## config.mk

```make
export PLATFORM = sky130hd
export DESIGN_NAME = reg_writeback
export DESIGN_NICKNAME = d
export VERILOG_FILES = /design/src/rtl/wb_fifo.sv /design/src/rtl/reg_writeback.sv
export SDC_FILE = /design/constraint.sdc
export NUM_CORES = 1
export LEC_CHECK = 0
export ABC_AREA = 0
export ABC_CLOCK_PERIOD_IN_PS = 3100
export BUFFER_PORTS_ARGS = -buffer_cell sky130_fd_sc_hd__buf_2
export CORE_ASPECT_RATIO = 1.25
export CORE_UTILIZATION = 57
export CTS_CLUSTER_SIZE = 28
export DETAILED_ROUTE_END_ITERATION = 16
export GPL_ROUTABILITY_DRIVEN = 0
export PLACE_DENSITY_LB_ADDON = 0.15
export SETUP_SLACK_MARGIN = 0.02
export SYNTH_ARGS = -nofsm -noshare
export SYNTH_HDL_FRONTEND = slang
export SYNTH_HIERARCHICAL = 1
export SYNTH_SLANG_ARGS = --single-unit
```

## constraint.sdc

```tcl
create_clock -name clk -period 3.1 [get_ports clk]
set_input_delay 0.155 -clock clk [delete_from_list [all_inputs] [get_ports clk]]
set_output_delay 0.155 -clock clk [all_outputs]
set_load 0.01 [all_outputs]
```

## src/rtl/wb_fifo.sv

```systemverilog
// Result buffer for the memory/long-latency producer.
// Holds {rd, data} entries in arrival order until the write port is free.
// Depth must be a power of two so head/tail wrap naturally.
module wb_fifo #(
  parameter int WIDTH = 37,
  parameter int DEPTH = 4
) (
  input  logic             clk,
  input  logic             rst,
  input  logic             push,
  input  logic [WIDTH-1:0] push_data,
  input  logic             pop,
  output logic             full,
  output logic             empty,
  output logic [WIDTH-1:0] head_data
);

  localparam int PTR_W = $clog2(DEPTH);
  localparam int CNT_W = PTR_W + 1;
  localparam logic [CNT_W-1:0] FULL_COUNT = CNT_W'(DEPTH);

  logic [WIDTH-1:0] storage [DEPTH];
  logic [PTR_W-1:0] head;
  logic [PTR_W-1:0] tail;
  logic [CNT_W-1:0] count;
  logic             push_ok;
  logic             pop_ok;

  assign full      = (count == FULL_COUNT);
  assign empty     = (count == '0);
  assign push_ok   = push && !full;
  assign pop_ok    = pop && !empty;
  assign head_data = storage[head];

  // Entry storage carries no reset; only the pointers define what is valid.
  always_ff @(posedge clk) begin
    if (push_ok) begin
      storage[tail] <= push_data;
    end
  end

  // Pointer and occupancy tracking; a simultaneous push and pop leaves count unchanged.
  always_ff @(posedge clk or posedge rst) begin
    if (rst) begin
      head  <= '0;
      tail  <= '0;
      count <= '0;
    end else begin
      if (push_ok) begin
        tail <= tail + PTR_W'(1);
      end
      if (pop_ok) begin
        head <= head + PTR_W'(1);
      end
      case ({push_ok, pop_ok})
        2'b10:   count <= count + CNT_W'(1);
        2'b01:   count <= count - CNT_W'(1);
        default: count <= count;
      endcase
    end
  end

endmodule

```

## src/rtl/reg_writeback.sv

```systemverilog
// Write-side companion of the integer register file.
// Merges ALU results (never stalled) and buffered memory results onto the
// single write port, ALU first, and keeps the pending-write scoreboard that
// decode queries for RAW hazards.
module reg_writeback #(
  parameter int XLEN       = 32,
  parameter int REG_ADDR_W = 5,
  parameter int REG_COUNT  = 32,
  parameter int FIFO_DEPTH = 4
) (
  input  logic                  clk,
  input  logic                  rst,
  input  logic                  alu_valid,
  input  logic [REG_ADDR_W-1:0] alu_rd,
  input  logic [XLEN-1:0]       alu_data,
  input  logic                  mem_valid,
  output logic                  mem_ready,
  input  logic [REG_ADDR_W-1:0] mem_rd,
  input  logic [XLEN-1:0]       mem_data,
  output logic                  write_en,
  output logic [REG_ADDR_W-1:0] write_addr,
  output logic [XLEN-1:0]       write_data,
  input  logic                  issue_en,
  input  logic [REG_ADDR_W-1:0] issue_rd,
  input  logic [REG_ADDR_W-1:0] busy_addr1,
  output logic                  busy1,
  input  logic [REG_ADDR_W-1:0] busy_addr2,
  output logic                  busy2
);

  localparam int ENTRY_W = REG_ADDR_W + XLEN;

  logic                  fifo_full;
  logic                  fifo_empty;
  logic                  fifo_push;
  logic                  fifo_pop;
  logic [ENTRY_W-1:0]    fifo_head;
  logic [REG_ADDR_W-1:0] head_rd;
  logic [XLEN-1:0]       head_data;
  logic                  alu_sel;
  logic [REG_COUNT-1:0]  busy;
  logic [REG_COUNT-1:0]  busy_next;

  // Readiness looks only at occupancy before the edge, so a pop never frees a slot early.
  assign mem_ready = !fifo_full;

  // Results for x0 are accepted from the producer but never buffered.
  assign fifo_push = mem_valid && mem_ready && (mem_rd != '0);

  // ALU owns the port whenever it has a real destination; the buffer drains otherwise.
  assign alu_sel  = alu_valid && (alu_rd != '0);
  assign fifo_pop = !alu_sel && !fifo_empty;

  assign head_rd   = fifo_head[ENTRY_W-1:XLEN];
  assign head_data = fifo_head[XLEN-1:0];

  wb_fifo #(
    .WIDTH (ENTRY_W),
    .DEPTH (FIFO_DEPTH)
  ) u_fifo (
    .clk       (clk),
    .rst       (rst),
    .push      (fifo_push),
    .push_data ({mem_rd, mem_data}),
    .pop       (fifo_pop),
    .full      (fifo_full),
    .empty     (fifo_empty),
    .head_data (fifo_head)
  );

  // Registered write port; address and data hold when no write is selected.
  always_ff @(posedge clk or posedge rst) begin
    if (rst) begin
      write_en   <= 1'b0;
      write_addr <= '0;
      write_data <= '0;
    end else if (alu_sel) begin
      write_en   <= 1'b1;
      write_addr <= alu_rd;
      write_data <= alu_data;
    end else if (fifo_pop) begin
      write_en   <= 1'b1;
      write_addr <= head_rd;
      write_data <= head_data;
    end else begin
      write_en   <= 1'b0;
    end
  end

  // Scoreboard update: the retiring write clears, a new issue sets and wins a tie.
  always_comb begin
    busy_next = busy;
    if (write_en) begin
      busy_next[write_addr] = 1'b0;
    end
    if (issue_en && (issue_rd != '0)) begin
      busy_next[issue_rd] = 1'b1;
    end
    busy_next[0] = 1'b0;
  end

  // Scoreboard register, cleared wholesale by reset.
  always_ff @(posedge clk or posedge rst) begin
    if (rst) begin
      busy <= '0;
    end else begin
      busy <= busy_next;
    end
  end

  assign busy1 = busy[busy_addr1];
  assign busy2 = busy[busy_addr2];

endmodule

```

==> metrics.md <==
| Metric | Value |
|---|---|
| Status | completed |
| Mapped Nets | 695 |
| Slew Viols, Final | 0 |
| # Post-CTS Setup Buffers | 0 |
| Post-synth cell types | 41 |
| First-pass GRT wire length | 33000 um |
| Die ar. | 17200 um^2 |
| Peak VDD IR | 0.000551 V |
| CP max stage cell | buf_4 |
| Post-synth EDFFs | 148 |
| Avg Cell Area, Syn | 16.0 um^2 |
| Vias in the first global route | 6613 |
| Final hold slack | 0.0547 ns |
| Final #Nets | 914 |
| RSZ-0062 raised after global routing | false |
| Crit path to | write_addr[4] |
| Share of layout cells above drive strength 1 | 31.3% |
| Via density per instance | 5.78 |
| First DRT Iteration DRCs | 364 |
| CTS Buffer Depth | 3 |
| Seq/Total Area, Yosys | 66.9% |
| Initial Util | 58.4% |
| Detailed Route WL | 20400 um |
| H-tree levels | 1 |
| Critical Path RT | 3.47 ns |
| Non-filler cells, final | 1046 |
| Max Clk Rate | 385 MHz |
| Worst R2R Path Depth | 5 |
| Row count | 52 |
| Slew @ Worst Pin | 0.906 ns |
| MaxCap Viol Count | 0 |
| Final Cycle Share | 83.8% |
| Clk_skew | 0.0150 ns |
| Hold Vio Cnt, Final | 0 |
| # clock sinks | 224 |
| Die W | 117 um |
| TritonRoute pass-1 iters | 5 |
| Critical Path Start | u_fifo/count[0] |
| Largest net degree at the start of global routing | 74 |
| CTS buffer count | 22 |
| Synth Register Bits | 224 |
| Commonest cells after routing, fill and taps aside | edfxtp_1 (148), buf_2 (134), dlygate4sd3_1 (79), dfrtp_1 (74), o21ai_0 (61) |
| Worst-skew pair later-pin latency | 0.50 ns |
| Initial antenna violation count | 0 |
| Worst slew margin | 39.6% |
| Async S/R FF share, synth | 33.9% |
| CP cell instances | nor3_2, buf_4, mux2_2, a22o_1, dlygate4sd3_1 |
| DRC Markers | 0 |
| Critical Path End Type | flip-flop |
| R2R Path End | write_addr[4] |
| Syn Std Cell Area | 9490 um^2 |
| Worst path max stage delay | 0.61 ns |
| Tot GR Track Use | 24.6% |
| Core ar. | 16300 um^2 |
| Crit start category | flip-flop |
| Vias post-DR | 6041 |
| Worst path bufs/invs | 2 |
| Total grt overflow | 0 |
| Clock-pin slew on the worst setup and hold paths | 0.06 ns |
| Most common cell after layout, fill and taps aside | edfxtp_1 |
| Setup violations, final | 0 |
| Clk root buf | clkbuf_16 |
| Routed wire per std cell | 19.5 um |
| Worst EP arrival | 2.97 ns |
| Total power | 0.0104 W |
| # port buffers | 134 |
| I/O pin count | 135 |
| Delay-heaviest family, CP | buffers and inverters |
| Critical path depth in cells | 5 |
| Layout area overhead | 25.6% |
| Critical path class | reg -> reg |
| Ant. Diodes | 0 |
| Placed instance count | 927 |
| Top FF cell, synth | edfxtp_1 |
| Pleak | 4.47 nW |
| Worst R2R Setup Slack | 0.50 ns |
| Pwr dens | 870 nW/um^2 |
| Final min period | 2.60 ns |
| Post-Syn Instances | 595 |
| Hold Path Class | in -> reg |
| Die H | 146 um |
| Reg2reg start | u_fifo/count[0] |
| Post-route ant nets | 0 |
| Hpwl dp | 12900 um |
| Setup total negative slack | 0 ns |
| Synth warn | 6 |
| CP Max Fanout | 38 |
| CTS tree | done |
## sequential cells by signal (all words and copies together), names as in the netlist
name / flops
u_fifo/storage: 148
write_data: 32
busy: 31
write_addr: 5
u_fifo/count: 3
u_fifo/head: 2
u_fifo/tail: 2
write_en: 1
## per-stage QoR
| stage | util, % | setup slack (ns) | cell area, um^2 |
|---|---|---|---|
| after floorplan | - | 0.709 | 9490 |
| after global placement | 64.0 | 0.695 | 10400 |
| after detailed placement | 64.0 | 0.639 | 10400 |
| after CTS | 73.3 | 0.500 | 11900 |
| after global routing | 73.3 | 0.369 | 11900 |
| final | 73.3 | 0.501 | 11900 |
## worst register-to-register path: cells and delay by family (launching register included)
family | cells | cell delay, ns
compound gates | 1 | 0.20
buf+inv | 2 | 1.16
flops | 1 | 0.44
mux | 1 | 0.45
simple gates | 1 | 0.23
## power breakdown
group | switching [W] | leakage, nW | internal [W]
Sequential | 0.000584 | 2.22 | 0.00407
Clock | 0.00105 | 0.356 | 0.00160
Combinational | 0.00153 | 1.88 | 0.00155
## worst min path at each step
stage	from	endpoint	depth (start not counted)	slack (ns)
finish	issue_rd[4]	busy[18]	3	0.05
detailed placement	rst	u_fifo/count[0]	2	0.12
global route	issue_rd[4]	busy[18]	3	0.08
CTS	issue_rd[4]	busy[18]	3	0.03
floorplan	rst	u_fifo/count[0]	1	-0.04
global placement	rst	u_fifo/count[0]	2	0.11
## cell usage after synthesis, types with 2 or more instances
master     count  area share (%)
edfxtp_1     148              47
buf_4          6            0.47
or3_1          3            0.20
nand2b_1       4            0.26
and2_1         4            0.26
inv_1         12            0.47
xnor2_1        3            0.28
a211oi_1       2            0.16
a21oi_1       17            0.90
o21ai_0       61             3.2
nand3_1       12            0.63
a21oi_2       24             2.2
mux4_2        43              10
buf_6          5            0.59
nand4_1        2            0.13
or3b_2         3            0.28
nor2_1        44             1.7
mux2i_1       54             5.7
o211ai_1       2            0.16
buf_2         10            0.53
nor2b_1        5            0.33
o2111ai_1      2            0.18
a22o_1         2            0.18
ha_1           5            0.66
xor2_1         3            0.28
clkbuf_1       8            0.32
nand2_1        8            0.32
dfrtp_1       76              20
nand3b_1      10            0.79
mux2_2         3            0.36
a22oi_1        4            0.32
## cells by family (layout without fill, tap and decap cells)
logic type / after synthesis / after routing / share of synthesized area, %
DFF: 224 / 224 / 66.9
AOI/OAI and AO/OA: 118 / 118 / 7.67
muxes: 100 / 100 / 16.3
and+or+nand+nor: 100 / 100 / 5.40
buffers and inverters: 41 / 276 / 2.39
adders and majority gates: 6 / 6 / 0.870
xor gates and xnor gates: 6 / 6 / 0.554
## what timing repair did
action	in CTS	in global routing
gates resized for setup	0	0
endpoints found under the setup margin	0	0
hold buffers	79	0
hold endpoints to repair	210	0
## routing by layer
layer | GRT usage [%] | wire, um
met5 | 0 | 0
met1 | 28.9 | 7750
met2 | 45.9 | 11100
met3 | 3.71 | 1130
met4 | 8.51 | 395
## layout make-up
| class | count | area [um^2] |
|---|---|---|
| timing repair buffer | 224 | 1590 |
| clock inverter | 7 | 82.6 |
| fill | 1070 | 4340 |
| tap | 216 | 270 |
| sequential | 224 | 6350 |
| multi-input combinational | 330 | 2940 |
| clock buffer | 33 | 643 |
| inverter | 12 | 45.0 |
No activity file was read; power rests on OpenSTA's default activity.
